`config.mk`:
```
export PLATFORM = sky130hd
export DESIGN_NAME = fetch
export DESIGN_NICKNAME = d
export VERILOG_FILES = /design/src/rtl/fetch.sv
export SDC_FILE = /design/constraint.sdc
export NUM_CORES = 1
export LEC_CHECK = 0
export BUFFER_PORTS_ARGS = -buffer_cell sky130_fd_sc_hd__buf_4
export CORE_ASPECT_RATIO = 0.75
export CORE_MARGIN = 4
export CORE_UTILIZATION = 42
export DETAILED_ROUTE_END_ITERATION = 10
export GPL_TIMING_DRIVEN = 0
export PLACE_DENSITY = 0.69
export SLEW_MARGIN = 30
export SYNTH_ARGS = -nofsm -noshare
export SYNTH_HDL_FRONTEND = slang
export SYNTH_SLANG_ARGS = --single-unit
```
`constraint.sdc`:
```
create_clock -name clk -period 2.6 [get_ports clk]
set_clock_uncertainty 0.15 [all_clocks]
set_input_delay 0.26 -clock clk [delete_from_list [all_inputs] [get_ports clk]]
set_output_delay 0.26 -clock clk [all_outputs]
set_load 0.05 [all_outputs]
```
`src/rtl/fetch.sv`:
```
// fetch -- instruction-fetch stage; owns the PC and fills the F/D register.
//
// Talks to instruction memory through a request/ready handshake. Delivers
// {valid, pc_plus_2, instruction} to decode on F_out. Obeys decode's
// flush/branch_target, stall and halt inputs.
//
// Optional macro: FETCH_SKID_BUF_EN
//   If defined, the stage keeps requesting while stall is high. A word that is
//   accepted during the stall goes into a one-entry buffer.
//   If undefined, the request drops during stall and the same PC is fetched
//   again once the stall clears.
//
// Ports
//   clk, rst            clock, synchronous active-high reset
//   stall               decode holds; F_out and PC hold
//   flush/branch_target redirect (only honoured while F_out is valid)
//   halt                HLT in decode (only honoured while F_out is valid)
//   imem_req/addr       fetch request, address == PC
//   imem_ready/data     memory response for the current address
//   F_out               [32] valid, [31:16] PC+2, [15:0] instruction
//   pc_out              current PC
//   halted              fetch permanently stopped until reset
module fetch #(
  parameter logic [15:0] RESET_PC     = 16'h0000,
  parameter logic [15:0] BUBBLE_INSTR = 16'h0000
) (
  input  logic        clk,
  input  logic        rst,
  input  logic        stall,
  input  logic        flush,
  input  logic [15:0] branch_target,
  input  logic        halt,
  output logic        imem_req,
  output logic [15:0] imem_addr,
  input  logic        imem_ready,
  input  logic [15:0] imem_data,
  output logic [32:0] F_out,
  output logic [15:0] pc_out,
  output logic        halted
);

  typedef enum logic [1:0] {S_FETCH, S_HOLD, S_HALT} state_e;

  localparam logic [32:0] BUBBLE = {1'b0, 16'h0000, BUBBLE_INSTR};

  state_e      state_q, state_d;
  logic [15:0] pc_q, pc_d;
  logic [32:0] fout_q, fout_d;
`ifdef FETCH_SKID_BUF_EN
  logic [15:0] buf_q, buf_d;
`endif

  logic [15:0] pc_plus2;
  logic        accept, qflush, qhalt;

  assign pc_plus2  = pc_q + 16'd2;   // wraps modulo 2^16
  assign accept    = imem_req & imem_ready;
  // Decode's control outputs only mean something while it holds a real instruction.
  assign qflush    = flush & fout_q[32];
  assign qhalt     = halt & fout_q[32];

  assign imem_addr = pc_q;
  assign pc_out    = pc_q;
  assign F_out     = fout_q;
  assign halted    = (state_q == S_HALT);

  always_comb begin
    imem_req = 1'b0;
    if (!rst && state_q == S_FETCH) begin
`ifdef FETCH_SKID_BUF_EN
      imem_req = 1'b1;
`else
      imem_req = ~stall;
`endif
    end
  end

  always_comb begin
    state_d = state_q;
    pc_d    = pc_q;
    fout_d  = fout_q;
`ifdef FETCH_SKID_BUF_EN
    buf_d   = buf_q;
`endif
    if (qflush) begin
      // A redirect drops the buffer and any fetch in flight.
      pc_d    = {branch_target[15:1], 1'b0};
      fout_d  = BUBBLE;
      state_d = S_FETCH;
    end else if (state_q == S_HALT) begin
      fout_d  = BUBBLE;
    end else if (stall) begin
`ifdef FETCH_SKID_BUF_EN
      if (state_q == S_FETCH && accept) begin
        buf_d   = imem_data;
        state_d = S_HOLD;
      end
`endif
    end else if (qhalt) begin
      fout_d  = BUBBLE;
      state_d = S_HALT;
    end else begin
      case (state_q)
        S_FETCH: begin
          if (accept) begin
            fout_d = {1'b1, pc_plus2, imem_data};
            pc_d   = pc_plus2;
          end else begin
            fout_d = BUBBLE;
          end
        end
        S_HOLD: begin
`ifdef FETCH_SKID_BUF_EN
          fout_d = {1'b1, pc_plus2, buf_q};
          pc_d   = pc_plus2;
`endif
          state_d = S_FETCH;
        end
        default: state_d = S_FETCH;
      endcase
    end
  end

  always_ff @(posedge clk) begin
    if (rst) begin
      state_q <= S_FETCH;
      pc_q    <= RESET_PC;
      fout_q  <= BUBBLE;
`ifdef FETCH_SKID_BUF_EN
      buf_q   <= 16'h0000;
`endif
    end else begin
      state_q <= state_d;
      pc_q    <= pc_d;
      fout_q  <= fout_d;
`ifdef FETCH_SKID_BUF_EN
      buf_q   <= buf_d;
`endif
    end
  end

endmodule

```
**Word level (Yosys, flattened, before mapping)**

Cells that the tools add are included.

- Flip-flop bits (word level): 51
- Output and inout bits: 67
- Input bits: 38

- Multiplexer cells: 12
- $add $sub $neg: 1
- Equal/unequal tests: 5
- Bitwise gates (word level): 6
- Reductions and logical operators: 12

Operator list:

| operator | number |
|---|---|
| 2-to-1 mux 33 bit | 3 |
| 2-to-1 mux 16 bit | 6 |
| adder 16 x 2 -> 16 bit (second input constant) | 1 |
| AND reduction 5 bit | 2 |
| nonzero test 2 bit | 3 |
| 2-to-1 mux 2 bit | 2 |
| != test 2 x 1 -> 1 bit (second input constant) | 2 |
| != test 2 bit (second input constant) | 2 |
| bitwise AND 1 bit | 3 |
| inverter 1 bit | 3 |
| AND reduction 3 bit | 1 |
| OR reduction 3 bit | 1 |
| equality test 2 bit (second input constant) | 1 |
| logical NOT 2 bit | 1 |
| AND reduction 2 bit | 1 |
| OR reduction 2 bit | 1 |
| logical AND 1 bit | 1 |
| logical NOT 1 bit | 1 |
| 2-to-1 mux 1 bit | 1 |

**Depth between registers and ports, before layout**

Gate-level depths: netlist of the first run.

- Word-level depth: 10
- Depth in mapped cells: 7
- Mapped depth without buffers: 5

**Worst setup path before layout of the first run**

No wires, ideal clock.

- Path kind: reg2reg
- From: reg pc_q[1], in the netlist imem_addr[1]
- To: reg fout_q[27], in the netlist F_out[27]
- Stages on the path, launching flop included: 6
- Arrival time: 2.097 ns
- Slack: 0.290 ns
- Setup time: 0.063 ns
- Clock period less this slack: 2.310 ns
- Cells stage by stage: dfxtp_1 -> ha_1 -> nand3_1 -> or3_1 -> or4_1 -> nand3_1

- Longest elaborated chain between the ends: 4

RTL lines:

| element | RTL line | RTL |
|---|---|---|
| from (decl) | 47 | `logic [15:0] pc_q, pc_d;` |
| from (signal assigned) | 134 | `pc_q <= pc_d;` |
| adder 16 x 2 -> 16 bit | 56 | `assign pc_plus2 = pc_q + 16'd2;` |
| 2-to-1 mux 33 bit | 105 | `if (accept) begin` |
| 2-to-1 mux 33 bit | 103 | `case (state_q)` |
| 2-to-1 mux 33 bit | 99 | `end else if (qhalt) begin` |
| to (signal assigned) | 135 | `fout_q <= fout_d;` |
| to (decl) | 48 | `logic [32:0] fout_q, fout_d;` |

No other way between the ends. The select of a mux whose other input is x is not followed.
A chain may end at the register's enable or synchronous reset.

**Worst setup path after layout of the first run**

Ends and elaborated chain as after synthesis.

==> results of run 1 <==
[cells in the mapped netlist (all sizes together)]
cell | instances | share of area (%)
a221oi | 1 | 0.39
clkbuf | 9 | 1.5
nor4 | 5 | 1.7
conb | 1 | 0.17
nand3 | 9 | 2.2
and3 | 3 | 0.83
a21o | 1 | 0.33
xnor2 | 8 | 3.1
nand2 | 20 | 3.3
o41ai | 1 | 0.39
and2 | 1 | 0.28
nand4 | 8 | 2.2
mux2i | 1 | 0.44
a311oi | 6 | 2.3
buf | 25 | 7.4
a21oi | 2 | 0.44
inv | 1 | 0.17
a211oi | 6 | 2.0
a22oi | 18 | 6.0
a2bb2oi | 2 | 0.78
or2 | 1 | 0.28
ha | 1 | 0.55
a31oi | 3 | 0.83
nor2 | 39 | 6.6
and4 | 3 | 1.2
xor2 | 8 | 3.1
or4 | 2 | 0.83
o21ai | 15 | 3.3
o21bai | 3 | 1.0
nand3b | 2 | 0.66
dfxtp | 48 | 43
nor2b | 1 | 0.28
or3 | 7 | 1.9
o31ai | 1 | 0.33
nor3 | 1 | 0.22
nand2b | 1 | 0.28
[worst max-delay path, stage by stage, from the launching register on]
cell and delay, ns:
dfxtp_1 0.50, ha_1 0.28, nand3_1 0.23, or3_1 0.47, or4_1 0.42, nand3_1 0.09
[cells by family after synthesis]
kind of cell / Yosys count / share of synthesized area, %
other cells: 1 / 0.166
xor+xnor: 16 / 6.21
simple gates: 103 / 22.8
compound gates: 59 / 18.1
fa+ha+maj: 1 / 0.554
buf+inv: 35 / 9.09
flops: 48 / 42.6
mux: 1 / 0.443
[layer usage]
layer / global-route usage, % / up-vias / wire [um]
met4: 4.88 / 0 / 78
li1: - / 1145 / -
met3: 3.99 / 9 / 476
met2: 29.9 / 98 / 2990
met1: 28.6 / 1070 / 3170
met5: 0 / - / 0
[power breakdown]
group	internal, uW	switching [uW]
clock network	285	258
logic	102	173
registers	751	20.7
[per-stage QoR]
stage / worst slack [ns] / power, uW / instances / area [um2] / hold WS [ns]
final: 0.401 / 1590 / 445 / 3210 / 0.0227
after global routing: 0.324 / 1640 / 445 / 3210 / 0.0154
after CTS: 0.427 / 1600 / 445 / 3210 / 0.0119
after detailed placement: 0.466 / 1060 / 437 / 3100 / 0.300
after global placement: 0.443 / 1060 / 437 / 3100 / 0.287
after floorplan: 0.290 / 957 / 266 / 2260 / 0.209
[flip-flops by register name, summed over array words and instances, names as in the netlist]
| name | flops |
|---|---|
| state_q | 1 |
| imem_addr | 15 |
| F_out | 32 |
[final cells by class]
class                   count  area [um2]
repair buffers             99         743
plain buffers              34         201
inverters                   1        3.75
clock inverters             3        42.5
well taps                  72        90.1
clock buffers               5        68.8
multi-input cells         183        1100
flip-flops and latches     48         961
fillers                   481        1830
[final timing paths]
kind              slack (ns)  depth (start not counted)         end
setup reg to reg        0.40                          5   F_out[27]
hold reg to reg         0.31                          2   F_out[28]
hold / removal          0.02                          2  state_q[1]
setup / recovery        0.40                          5   F_out[27]
==> impl_metrics.json, run 1 <==
{
  "ir_worst_vdd_v": 0.000309,
  "grt_pass1_vias": 2152,
  "grt.total_usage_pct": 19.7,
  "drt-pass1-iter-count": 4,
  "worst_pin_slew_ns": 0.563,
  "die_area_mm2": 0.00662,
  "path_class": "reg2reg",
  "cts_tree": "yes",
  "drv_cap": 0,
  "boundaryPins": 105,
  "final_antenna_net_count": 0,
  "timing.final.hold_violations": 0,
  "critPathCaptureType": "flip-flop",
  "initial_core_util_pct": 44.8,
  "h-tree-depth": 2,
  "arrival_ns": 2.30,
  "rsz0062_at_grt": "false",
  "drt_iter0_markers": 181,
  "dpl.hpwl_mm": 5.12,
  "grt_max_degree": 16,
  "final_nets": 411,
  "period_needed_ns": 2.20,
  "drc": 0,
  "yosysUniqueCellTypes": 43,
  "cts_buffer_depth": 2,
  "report.final.slew_viol_count": 0,
  "r2r_start": "imem_addr[1]",
  "leakage_uw": 0.00137,
  "n_antenna_cell": 0,
  "vias_per_cell": 5.22,
  "period_share_pct": 84.6,
  "slew_headroom_pct": 62.3,
  "fp.dieH_um": 71.5,
  "clock_latency_ns": 0.30,
  "drive_above_1_share_pct": 36.2,
  "cts_hold_buffers": 0,
  "hold_class": "in2reg",
  "synthesis.area_mm2": 0.00226,
  "via_count": 2322,
  "grt_pass1_wl_mm": 10.6,
  "antenna_found_initial": 0,
  "syn_area_per_cell_um2": 8.55,
  "setup_viol": 0,
  "cts_buffers": 5,
  "status": "complete, no violations",
  "layout-area-overhead-vs-synth_pct": 42.2,
  "post_cts_buffers": 0,
  "clockRootBuffer": "clkbuf_8",
  "clk_pin_slew_ns": 0.09,
  "layout_commonest_cell": "buf_4",
  "startpoint": "imem_addr[1]",
  "die-width_um": 92.7,
  "ctsResizeCount": 0,
  "tns_ns": 0,
  "design.core.area_mm2": 0.00504,
  "required_ns": 2.70,
  "drt_wl_total_mm": 6.72,
  "power.density_mw_per_mm2": 495,
  "cts.sinks": 48,
  "final_cell_mix": "buf_4, dfxtp_1, nor2_1",
  "synthCells": 264,
  "synth-seq-cells": 48,
  "portBuffers": 99,
  "cp-start-kind": "flip-flop",
  "place.gp.congestion": 0.826,
  "fmax_mhz": 455,
  "finish.utilization_pct": 63.7,
  "ys_seq_area_share_pct": 42.6,
  "wl_per_cell_um": 15.1,
  "min_from": "flush",
  "grt_overflow_total": 0,
  "rows": 22,
  "crit_fanout": 8,
  "ys_warn_count": 0
}
No activity file was read; power rests on OpenSTA's default activity.
==> run 2, diff against run 1 <==
==> constraint.sdc (replaced) <==
create_clock -name clk -period 2.2 [get_ports clk]
set_clock_uncertainty 0.15 [all_clocks]
set_input_delay 0.22 -clock clk [delete_from_list [all_inputs] [get_ports clk]]
set_output_delay 0.22 -clock clk [all_outputs]
set_load 0.05 [all_outputs]
==> run 2 against run 1 <==
Net effect: via count shrank 1.7%; clock power grew 17%; critical path depth is the same; total power grew 18%; count of clock-buffer cells in the layout grew 1; sequential share of layout area shrank 0.54 points; fmax grew 7.0%; sequential cell count is the same; non-clock buffer count grew 7; first-iteration DRC count shrank 48%; die area is the same; largest cell class unchanged.
==> impl_metrics.json, run 2 (synthesis results as in run 1) <==
{
  "cts.sinks": 48,
  "power.density_mw_per_mm2": 574,
  "tns_ns": 0,
  "gr-max-usage-layer": "met1",
  "ir_worst_vdd_v": 0.000297,
  "place.gp.congestion": 0.841,
  "cts_buffer_depth": 2,
  "grt_overflow_total": 0,
  "wl_per_cell_um": 14.7,
  "met3_usage_pct": 5.25,
  "multi_input_area_mm2": 0.00110,
  "clk_pin_slew_ns": 0.09,
  "place_area_mm2": 0.00310,
  "vias_per_cell": 5.05,
  "p_sw_share_pct": 28.0,
  "layout-area-overhead-vs-synth_pct": 45.3,
  "portBuffers": 99,
  "rows": 22,
  "period_share_pct": 93.4,
  "largest_register_ffs": 32,
  "slowest_stage": "or3_1",
  "cts_tree": "yes",
  "design.core.area_mm2": 0.00504,
  "share_comb_of_total_power_pct": 17.7,
  "setup_viol": 0,
  "rsz0062_at_grt": "false",
  "crit_fanout": 8,
  "use_met2_pct": 28.1,
  "arrival_ns": 2.15,
  "intPower_uw": 1350,
  "final_antenna_net_count": 0,
  "grt_pass1_vias": 2076,
  "max_stage_delay_ns": 0.46,
  "switchingPower_uw": 528,
  "reg2reg_depth": 5,
  "worst_pin_slew_ns": 0.551,
  "hold_class": "in2reg",
  "n_antenna_cell": 0,
  "path_class": "reg2reg",
  "place_inst": 437,
  "dpl.hpwl_mm": 5.05,
  "drt_iter0_markers": 94,
  "final_cell_mix": "buf_4, dfxtp_1, nor2_1",
  "critPathCaptureType": "flip-flop",
  "critPathTopFamily": "simple AND/OR/NAND/NOR gates",
  "required_ns": 2.30,
  "critPathMostFrequentCell": "nand3_1",
  "cts_buffers": 5,
  "clock_latency_ns": 0.30,
  "drive_above_1_share_pct": 36.3,
  "grt_max_degree": 15,
  "critical_path_buf_inv_count": 0,
  "antenna_found_initial": 0,
  "drt_wl_total_mm": 6.65,
  "seq_power_share_pct": 48.4,
  "fmax_mhz": 486,
  "regArea_um2": 965,
  "initial_core_util_pct": 44.8,
  "final_cells": 452,
  "layout_commonest_cell": "buf_4",
  "h-tree-depth": 2,
  "report.final.slew_viol_count": 0,
  "slew_headroom_pct": 63.3,
  "post_cts_buffers": 0,
  "fin_area_mm2": 0.00328,
  "drv_cap": 0,
  "drt-pass1-iter-count": 4,
  "drc": 0,
  "crit_chain": "ha_1 -> nand3_1 -> or3_1 -> or4_1 -> nand3_1",
  "boundaryPins": 105,
  "clockRootBuffer": "clkbuf_8",
  "leakage_uw": 0.00141,
  "die-width_um": 92.7,
  "die_area_mm2": 0.00662,
  "timing.final.hold_violations": 0,
  "cp_num_cells": 5,
  "via_count": 2283,
  "cp-start-kind": "flip-flop",
  "fp.dieH_um": 71.5,
  "grt_pass1_wl_mm": 10.5,
  "clockPowerShare_pct": 33.8,
  "final_nets": 418,
  "period_needed_ns": 2.06,
  "status": "complete, no violations",
  "met1_usage_pct": 30.0,
  "holdPathStages": 3,
  "fillers": 467,
  "grt.total_usage_pct": 19.8
}
## run 2: cell types whose count changed in the layout (fill, tap and decap cells not counted)
cell,previous run,this run
dfxtp_2,0,3
clkinvlp_4,1,0
clkbuf_2,0,1
dfxtp_1,48,45
dlygate4sd3_1,0,7
## run 2: stage by stage
step / setup WS, ns / hold slack [ns] / power [uW] / utilization (%)
global route: 0.0138 / 0.00690 / 1950 / 65.1
global placement: 0.0916 / 0.287 / 1260 / 61.6
detailed placement: 0.109 / 0.294 / 1260 / 61.6
floorplan: 0.0414 / 0.169 / 1130 / -
finish: 0.144 / 0.00402 / 1880 / 65.1
CTS: 0.143 / 0.00172 / 1900 / 65.1
## run 2: area by class of cell
cell class                 instances  area share, %
inverter                           1          0.114
buffer                            34           6.18
clock buffer                       6           2.21
tap                               72           2.75
multi-input combinational        183           33.5
clock inverter                     2           1.07
timing repair buffer             106           24.8
sequential                        48           29.4
## run 2: power by group through the flow
stage / clock network [uW] / registers [uW] / logic (uW)
final: 637 / 912 / 334
after floorplan: 0 / 994 / 139
after CTS: 648 / 912 / 335
after global routing: 673 / 917 / 356
after detailed placement: 0 / 932 / 325
after global placement: 0 / 931 / 324
## run 2: worst paths after layout
path / startpoint / end / slack, ns
setup reg to reg: imem_addr[1] / F_out[27] / 0.14
hold reg to reg: F_out[22] / F_out[22] / 0.31
hold / removal: imem_data[7] / F_out[7] / 0.004
setup / recovery: imem_addr[1] / F_out[27] / 0.14
## run 2: what timing repair did
item	CTS	global route
hold endpoints to repair	7	0
endpoints found under the setup margin	0	1
hold buffers	7	0
resized for setup	0	2
## run 2: metal layers
metal | wire length [um] | up-vias
met5 | 0 | -
met4 | 33 | 0
met3 | 551 | 2
met2 | 2780 | 80
met1 | 3290 | 1044
li1 | - | 1157
## run 2: worst min-delay path, delay by kind of cell
family | cells | cell delay, ns
buffers and inverters | 1 | 0.08
AO/OA/AOI/OAI | 1 | 0.05
AND/OR/NAND/NOR | 1 | 0.07
==> run 3, diff against run 2 <==
--- a/config.mk
+++ b/config.mk
@@ -9,6 +9,7 @@
 export CORE_ASPECT_RATIO = 0.75
 export CORE_MARGIN = 4
 export CORE_UTILIZATION = 42
+export CTS_BUF_LIST = sky130_fd_sc_hd__clkbuf_8 sky130_fd_sc_hd__clkbuf_16
 export DETAILED_ROUTE_END_ITERATION = 10
 export GPL_TIMING_DRIVEN = 0
 export PLACE_DENSITY = 0.69
==> run 3 against run 2 <==
Net effect: cell count stayed put; clock power decreased by 0.6%; die area did not move; sequential share of layout area unchanged; non-clock buffer count unchanged; first-iteration DRC count did not move; hold slack about the same; fmax barely moved; critical path type unchanged; critical endpoint unchanged.
==> impl_metrics.json, run 3 (synthesis results as in run 1) <==
{
  "status": "complete, no violations",
  "clockRootBuffer": "clkbuf_8",
  "power.density_mw_per_mm2": 573,
  "share_comb_of_total_power_pct": 17.8,
  "switchingPower_uw": 529,
  "place.gp.congestion": 0.841,
  "tns_ns": 0,
  "crit_fanout": 8,
  "dpl.hpwl_mm": 5.05,
  "cts_buffers": 5,
  "initial_core_util_pct": 44.8,
  "seq_power_share_pct": 48.5,
  "period_needed_ns": 2.06,
  "design.core.area_mm2": 0.00504,
  "drive_above_1_share_pct": 36.3,
  "die-width_um": 92.7,
  "worst_pin_slew_ns": 0.555,
  "place_ws_ns": 0.109,
  "drt_iter0_markers": 94,
  "finish.utilization_pct": 65.1,
  "clockPowerShare_pct": 33.7,
  "intPower_uw": 1350,
  "cts_buffer_depth": 2,
  "final_antenna_net_count": 0,
  "report.final.slew_viol_count": 0,
  "grt_pass1_wl_mm": 10.5,
  "p_sw_share_pct": 28.1,
  "portBuffers": 99,
  "antenna_found_initial": 0,
  "grt_overflow_total": 0,
  "cts.sinks": 48,
  "largest_register_ffs": 32,
  "required_ns": 2.30,
  "fp.dieH_um": 71.5,
  "via_count": 2284,
  "setup_slack_ns": 0.144,
  "grt_max_degree": 15,
  "grt_pass1_vias": 2076,
  "drv_cap": 0,
  "h-tree-depth": 2,
  "slew_headroom_pct": 63.0,
  "n_antenna_cell": 0,
  "boundaryPins": 105,
  "drc": 0,
  "layout_commonest_cell": "buf_4",
  "vias_per_cell": 5.05,
  "setup_viol": 0,
  "clock_latency_ns": 0.30,
  "leakage_uw": 0.00141,
  "final_cell_mix": "buf_4, dfxtp_1, nor2_1",
  "drt-pass1-iter-count": 4,
  "clk_pin_slew_ns": 0.09,
  "fillers": 467,
  "drt_wl_total_mm": 6.65,
  "rsz0062_at_grt": "false",
  "wl_per_cell_um": 14.7,
  "period_share_pct": 93.4,
  "fmax_mhz": 486,
  "rows": 22,
  "layout-area-overhead-vs-synth_pct": 45.3,
  "post_cts_buffers": 0,
  "die_area_mm2": 0.00662,
  "hold_class": "in2reg",
  "final_nets": 418,
  "timing.final.hold_violations": 0,
  "total_power_uw": 1880,
  "cp-start-kind": "flip-flop",
  "path_class": "reg2reg",
  "grt.total_usage_pct": 19.8,
  "arrival_ns": 2.16,
  "cts_tree": "yes",
  "critPathCaptureType": "flip-flop",
  "ir_worst_vdd_v": 0.000297
}
run 3: cell count changes in the layout (fill, tap and decap cells not counted), sizes merged:
cell    previous run  this run
clkbuf            15        14
inv                1         2
run 3: timing repair:
item / in CTS / in global routing
gates resized for setup: 0 / 2
endpoints found under the hold margin: 7 / 0
endpoints found under the setup margin: 0 / 1
hold buffers: 7 / 0
run 3: worst max-delay path: stages (launching register included):
cell and delay, ns:
dfxtp_2 0.42, ha_1 0.25, nand3_1 0.22, or3_1 0.46
or4_1 0.42, nand3_1 0.09
run 3: path summary, 6_finish.rpt:
| path | start | end | slack (ns) | cells after the start |
|---|---|---|---|---|
| setup / recovery | imem_addr[1] | F_out[27] | 0.14 | 5 |
| hold reg to reg | F_out[22] | F_out[22] | 0.31 | 2 |
| hold / removal | imem_data[7] | F_out[7] | 0.004 | 3 |
| setup reg to reg | imem_addr[1] | F_out[27] | 0.14 | 5 |
run 3: metrics by stage:
stage	hold WS [ns]	std cells	instance area, um2
final	0.00371	452	3280
after global routing	0.00678	452	3280
after global placement	0.287	437	3100
after floorplan	0.169	266	2270
after CTS	0.00152	452	3280
after detailed placement	0.294	437	3100
run 3: area by class of cell:
class | instances | area (um2) | share of cell area, %
multi-input cells | 183 | 1100 | 33.5
inverters | 1 | 3.75 | 0.114
plain buffers | 34 | 203 | 6.18
flip-flops and latches | 48 | 965 | 29.4
repair buffers | 106 | 813 | 24.8
clock buffers | 5 | 68.8 | 2.10
clock inverters | 3 | 38.8 | 1.18
well taps | 72 | 90.1 | 2.75
run 3: power by group through the flow:
stage                     clock network [uW]  registers (uW)  logic [uW]
after floorplan                            0             994         139
after global placement                     0             931         324
after detailed placement                   0             932         325
after CTS                                644             912         335
after global routing                     669             917         356
final                                    633             912         334
run 3: routing by layer:
layer / share of wire [%] / GRT usage [%]
met4: 0.50 / 3.74
met1: 49 / 30.0
met3: 8.9 / 5.25
met5: 0 / 0
met2: 42 / 28.1
